[config.mk]
export PLATFORM = sky130hd
export DESIGN_NAME = serial_tx
export DESIGN_NICKNAME = d
export VERILOG_FILES = /design/src/rtl/serial_pkg.sv /design/src/rtl/bit_tick_gen.sv /design/src/rtl/serial_tx.sv
export SDC_FILE = /design/constraint.sdc
export NUM_CORES = 1
export LEC_CHECK = 0
export BUFFER_PORTS_ARGS = -buffer_cell sky130_fd_sc_hd__clkbuf_2
export CAP_MARGIN = 20
export CORE_AREA = 2 2 59 61
export CTS_CLUSTER_DIAMETER = 200
export DETAILED_ROUTE_END_ITERATION = 8
export DIE_AREA = 0 0 61 63
export GPL_ROUTABILITY_DRIVEN = 1
export HOLD_SLACK_MARGIN = 0.02
export SYNTH_ARGS = -nofsm -noshare
export SYNTH_HDL_FRONTEND = slang
export SYNTH_HIERARCHICAL = 1
export SYNTH_SLANG_ARGS = --single-unit
[constraint.sdc]
create_clock -name clk -period 1.8 [get_ports clk]
set_clock_uncertainty 0.05 [all_clocks]
set_input_delay 0.18 -clock clk [delete_from_list [all_inputs] [get_ports clk]]
set_output_delay 0.18 -clock clk [all_outputs]
set_load 0.05 [all_outputs]
[src/rtl/serial_pkg.sv]
// Shared definitions for the serial link (transmitter and receiver):
// FSM state encoding, default frame geometry and the idle line level.
package serial_pkg;

  typedef enum logic [1:0] {
    IDLE  = 2'd0,
    START = 2'd1,
    DATA  = 2'd2,
    STOP  = 2'd3
  } state_t;

  localparam int DEF_DATA_W       = 8;
  localparam int DEF_CLKS_PER_BIT = 4;

  localparam logic LINE_IDLE = 1'b1;

  // Counter width that still yields a 1-bit register when n <= 2.
  function automatic int cnt_width(input int n);
    return (n > 1) ? $clog2(n) : 1;
  endfunction

endpackage

[src/rtl/bit_tick_gen.sv]
// Bit-period timer: counts clocks while a frame runs and pulses tick on the
// last clock of every bit period.
module bit_tick_gen
  import serial_pkg::*;
#(
  parameter int CLKS_PER_BIT = DEF_CLKS_PER_BIT
) (
  input  logic clk,
  input  logic rst,
  input  logic run,
  output logic tick
);

  localparam int                CNT_W = cnt_width(CLKS_PER_BIT);
  localparam logic [CNT_W-1:0] LAST  = CNT_W'(CLKS_PER_BIT - 1);

  logic [CNT_W-1:0] cnt;

  // With CLKS_PER_BIT=1 the counter sits at 0 == LAST, so tick follows run.
  assign tick = run && (cnt == LAST);

  // NOTE: state registers use non-blocking assignments so every flop samples
  // pre-edge values regardless of block ordering.
  always_ff @(posedge clk) begin
    if (rst || !run || tick) begin
      cnt <= '0;
    end else begin
      cnt <= cnt + CNT_W'(1);
    end
  end

endmodule

[src/rtl/serial_tx.sv]
// Serial frame transmitter: accepts a word over valid/ready and sends a start
// bit, DATA_W data bits LSB-first and a stop bit, each CLKS_PER_BIT clocks.
module serial_tx
  import serial_pkg::*;
#(
  parameter int DATA_W       = DEF_DATA_W,
  parameter int CLKS_PER_BIT = DEF_CLKS_PER_BIT
) (
  input  logic              clk,
  input  logic              rst,
  input  logic [DATA_W-1:0] din,
  input  logic              din_valid,
  output logic              din_ready,
  output logic              tx,
  output logic              busy,
  output logic              done
);

  localparam logic [1:0] S_IDLE  = IDLE;
  localparam logic [1:0] S_START = START;
  localparam logic [1:0] S_DATA  = DATA;
  localparam logic [1:0] S_STOP  = STOP;

  localparam int                IDX_W    = cnt_width(DATA_W);
  localparam logic [IDX_W-1:0] LAST_IDX = IDX_W'(DATA_W - 1);

  logic [1:0]        state;
  logic [DATA_W-1:0] shreg;
  logic [DATA_W-1:0] shreg_next;
  logic [IDX_W-1:0]  idx;
  logic              tick;

  assign shreg_next = shreg >> 1;

  bit_tick_gen #(
    .CLKS_PER_BIT(CLKS_PER_BIT)
  ) u_tick (
    .clk (clk),
    .rst (rst),
    .run (busy),
    .tick(tick)
  );

  always_ff @(posedge clk) begin
    if (rst) begin
      state     <= S_IDLE;
      // NOTE: the shift register is reset too; it is small and this keeps the
      // whole datapath defined after reset for the receiver-side checks.
      shreg     <= '0;
      idx       <= '0;
      tx        <= LINE_IDLE;
      busy      <= 1'b0;
      din_ready <= 1'b1;
      done      <= 1'b0;
    end else begin
      done <= 1'b0;
      case (state)
        S_IDLE: begin
          if (din_valid && din_ready) begin
            shreg     <= din;
            state     <= S_START;
            tx        <= ~LINE_IDLE;
            busy      <= 1'b1;
            din_ready <= 1'b0;
          end
        end
        S_START: begin
          if (tick) begin
            state <= S_DATA;
            idx   <= '0;
            tx    <= shreg[0];
          end
        end
        S_DATA: begin
          if (tick) begin
            if (idx == LAST_IDX) begin
              state <= S_STOP;
              tx    <= LINE_IDLE;
            end else begin
              shreg <= shreg_next;
              idx   <= idx + IDX_W'(1);
              tx    <= shreg_next[0];
            end
          end
        end
        S_STOP: begin
          if (tick) begin
            state     <= S_IDLE;
            busy      <= 1'b0;
            din_ready <= 1'b1;
            done      <= 1'b1;
          end
        end
        default: state <= S_IDLE;
      endcase
    end
  end

endmodule

Word level (Yosys, flattened, before mapping)
Cells that the tools add are included.
Storage, ports and cells
  bits in registers: 19
  input bits: 11
Cells by class
  equality and inequality tests: 11
  reductions and logical operators: 16
  add/subtract/negate cells: 2
  bitwise logic cells: 1
  muxes and demuxes: 25
Operators by type and width (number)
  $mux 8: 3
  $pmux 8 s2: 1
  $reduce_and 4->1: 3
  $mux 2: 5
  $mux 3: 3
  $mux 1: 8
  $pmux 2 s4: 1
  $eq 2x2->1 const B: 3
  $ne 2x1->1 const B: 3
  $ne 2x2->1 const B: 3
  $pmux 3 s2: 1
  $reduce_bool 2->1: 3
  $reduce_and 5->1: 1
  $pmux 1 s2: 2
  $add 3x1->3 const B: 1
  $eq 3x3->1 const B: 1
  $pmux 1 s3: 1
  $reduce_and 3->1: 1
  $reduce_bool 3->1: 1
  $add 2x1->2 const B: 1
  $eq 2x1->1 const B: 1
  $logic_and 1x1->1: 2
  $logic_not 2->1: 1
  $logic_or 1x1->1: 2
  3 further kinds: 3

Logic depth before layout (Yosys ltp)
  depth after elaboration: 4
  mapped depth: 7
  gate-level depth less buffers: 5

Cells and area by module
The synthesis kept the hierarchy.
By module, submodules not included
  serial_tx: sequential area each 340.3 µm², area an instance 968.4 µm², cells an instance 107, times used 1
  bit_tick_gen: sequential area each 40.0 µm², area an instance 86.3 µm², cells an instance 6, times used 1

Worst setup path after synthesis
No wires, ideal clock.
  path type: register to register
  from: reg busy
  to: reg state[0]
  stages on the path, launching flop included: 5
  setup slack: -0.063 ns
  setup time: 0.116 ns
  arrival time: 1.697 ns
  clock period less this slack: 1.863 ns
  path through: dfxtp_1 -> and2_1 -> o21ba_1 -> or4_1 -> o211a_1
On the way
  longest elaborated chain between the ends: 3
RTL lines
  start: declaration: RTL line serial_tx.sv:15  | output logic busy,
  start signal: assignment: RTL line serial_tx.sv:52  | busy <= 1'b0;
  start signal: assignment: RTL line serial_tx.sv:63  | busy <= 1'b1;
  start signal: assignment: RTL line serial_tx.sv:89  | busy <= 1'b0;
  $logic_and 1x1->1 (*): RTL line bit_tick_gen.sv:20  | assign tick = run && (cnt == LAST);
  named net tick: RTL line serial_tx.sv:31  | logic tick;
  $ne 2x1->1 (no source line)
  $reduce_and 5->1 (no source line) (*)
  end signal: assignment: RTL line serial_tx.sv:46  | state <= S_IDLE;
  end signal: assignment: RTL line serial_tx.sv:61  | state <= S_START;
  end signal: assignment: RTL line serial_tx.sv:69  | state <= S_DATA;
  end: declaration: RTL line serial_tx.sv:27  | logic [1:0] state;
Mark *: on every way through the listed nets, which the timed path passes. The rest lies on a longest branch.
A chain may end at the register's enable or synchronous reset.

Worst setup path in the final report
  from: reg u_tick.cnt[0]
  to: reg state[0]
On the way
  longest elaborated chain between the ends: 4
RTL lines
  start: declaration: RTL line bit_tick_gen.sv:17  | logic [CNT_W-1:0] cnt;
  start signal: assignment: RTL line bit_tick_gen.sv:28  | cnt <= cnt + CNT_W'(1);
  $eq 2x2->1 (*): RTL line bit_tick_gen.sv:20
  $logic_and 1x1->1 (*): RTL line bit_tick_gen.sv:20
  named net tick: RTL line serial_tx.sv:31
  $ne 2x1->1 (no source line)
  $reduce_and 5->1 (no source line) (*)
Marks and branches as above.

==> results_dict.tcl <==
set metrics [dict create \
    die_x_um 61 \
    num_io_pins 15 \
    grt_pass1_wl_um 3530 \
    required_ns 1.95 \
    layout-drive-gt1-share_pct 29.2 \
    tightestPinTransition_ns 0.550 \
    synthesis.nets 134 \
    clk_pin_slew_ns 0.11 \
    ys_ff_latch 19 \
    clock_sinks 19 \
    avgSynthCellArea_um2 9.33 \
    final_common_cell "nand2_1" \
    synthCells 113 \
    rr_worst_depth 5 \
    grt_max_degree 21 \
    timing.rr.end "state[0]" \
    syn-cell-area_um2 1050 \
    clock.fmax_ghz 0.586 \
    crit_path_start_kind "flip-flop" \
    vdd_ir_drop_max_mv 0.602 \
    drc 0 \
    worstSetupEndpoint "state[0]" \
    grt_usage_pct 11.9 \
    p_leak_nw 0.563 \
    cts_root_buf "clkbuf_4" \
    placed_cells 172 \
    cts_max_level 1 \
    layout.nets 152 \
    final-instance-count-excl-fill 176 \
    final_cell_mix "nand2_1, dfxtp_1, clkbuf_2, ha_1, mux2i_1" \
    powerDensity_nw_per_um2 1350 \
    viasPerCell 4.93 \
    rows 21 \
    die_y_um 63 \
    synth_cell_types 32 \
    diodes 0 \
    cp_data_arrival_time_ns 1.86 \
    r2r-start "u_tick/cnt[0]" \
    cap_viol_max_count 0 \
    firstDrtPassIters 4 \
    drtIter0Drc 16 \
    grt_pass1_vias 846 \
    worstSkewPairLatency_ns 0.29 \
    setup.worst_path.class "reg -> reg" \
    yosys_warnings 6 \
    period_needed_ns 1.71 \
    regToRegSetupSlack_ns 0.09 \
    drtAntennaViolNets 0 \
    holdPathStages 2 \
    worstSetupEndpointType "flip-flop" \
    rsz0062_at_grt "false" \
    dpl.hpwl_um 1560 \
    total_power_mw 1.65 \
    ys.flop_type "dfxtp_1" \
    postCtsSetupBuffers 0 \
    vias 868 \
    fin_util_pct 37.8 \
    areaGrowthSynthToFinish_pct 15.9 \
    hold_viol_final 0 \
    finalMaxSlewViolations 0 \
    worstSetupStartpoint "u_tick/cnt[0]" \
    numCtsBuffers 3 \
    grt_overflow 0 \
    antenna_found_initial 0 \
    status "completed" \
    core-area_um2 3230 \
    place_ws_ns -0.000121 \
    port_buffers 14 \
    cts_tree "built" \
    layout_setup_ws_ns 0.0923 \
    synthArstFlopShare_pct 0 \
    relSlewSlack_pct 63.3 \
    wire_per_inst_um 11.4 \
    clockBufferDepth 2 \
    holdWs_ns 0.126 \
    start_util_pct 32.6 \
    crit_fanout 9 \
    gp_congestion 0.752 \
    period_share_pct 94.9 \
    wirelength_um 2010 \
    hold_class "in -> reg" \
    final-setup-viol-count 0 \
    die-area_um2 3840 \
    synth_seq_area_share_pct 36.1 \
    cts_hold_buf 0 \
    synth-edff-count 0 \
]
-- where the power goes --
group	switching [mW]	total (mW)	leakage [nW]	internal, mW
Combinational	0.428	0.818	0.389	0.390
Clock	0.132	0.215	0.0177	0.0827
Sequential	0.0801	0.621	0.156	0.540
Total	0.640	1.65	0.563	1.01
-- state kept, by name, summed over array words and instances, names as in the netlist --
| signal | cells |
|---|---|
| din_ready | 1 |
| shreg | 8 |
| u_tick/cnt | 2 |
| busy | 1 |
| tx | 1 |
| done | 1 |
| state | 2 |
| idx | 3 |
-- worst max-delay path, stage by stage (launching register included) --
cell     delay (ns)
dfxtp_1        0.37
ha_1           0.22
and2_4         0.21
o21ba_1        0.17
or4_1          0.46
o211a_1        0.13
-- layer usage --
metal	global-route usage [%]	vias to the layer above	wire length (um)
met5	0	-	0
met3	4.76	2	118
li1	-	432	-
met4	3.26	0	18
met1	14.0	411	893
met2	19.8	23	981
-- stage by stage --
stage / instance area (um^2) / setup TNS (ns)
floorplan: 1060 / 0
global placement: 1190 / 0
detailed placement: 1190 / -0.000121
CTS: 1220 / 0
global route: 1220 / 0
finish: 1220 / 0
-- worst min path at each step --
stage                             start            end  slack, ns
after detailed placement  u_tick/cnt[0]  u_tick/cnt[0]       0.40
after floorplan                     rst  u_tick/cnt[0]       0.20
after global routing                rst           busy       0.12
final                               rst           busy       0.13
after CTS                           rst           busy       0.12
after global placement    u_tick/cnt[0]  u_tick/cnt[0]       0.38
-- cells by family (layout without fill, tap and decap cells) --
group                      after synthesis  after routing  share of synthesized area, %
and+or+nand+nor                         38             38                          18.5
AOI/OAI and AO/OA                       20             20                          12.9
DFF                                     19             19                          36.1
muxes                                   16             16                          16.0
adders and majority gates               10             10                          11.9
buffers and inverters                   10             27                          4.63
-- layout make-up --
cell class,instances,area [um^2]
fill,354,2010
multi-input combinational,84,632
timing repair buffer,19,108
inverter,4,15.0
clock buffer,3,22.5
sequential,19,383
tap,46,57.6
clock inverter,1,5.00
-- cell usage after synthesis, types with 2 or more instances --
cell type  count  share of area (%)
ha_1          10                 12
and3_1         2                1.2
inv_1          4                1.4
o21ai_0        5                2.4
dfxtp_1       19                 36
mux2_2         7                7.5
clkbuf_1       2               0.71
a21oi_1        6                2.8
nand2_1       20                7.1
nor2_1         4                1.4
nand2b_1       2                1.2
buf_2          3                1.4
mux2i_1        9                8.5
nand4_1        2                1.2
-- timing repair --
item,CTS,global route
setup endpoints to repair,2,8
cloned,0,0
resized for setup,1,3
(Power assumes the default switching activity.)
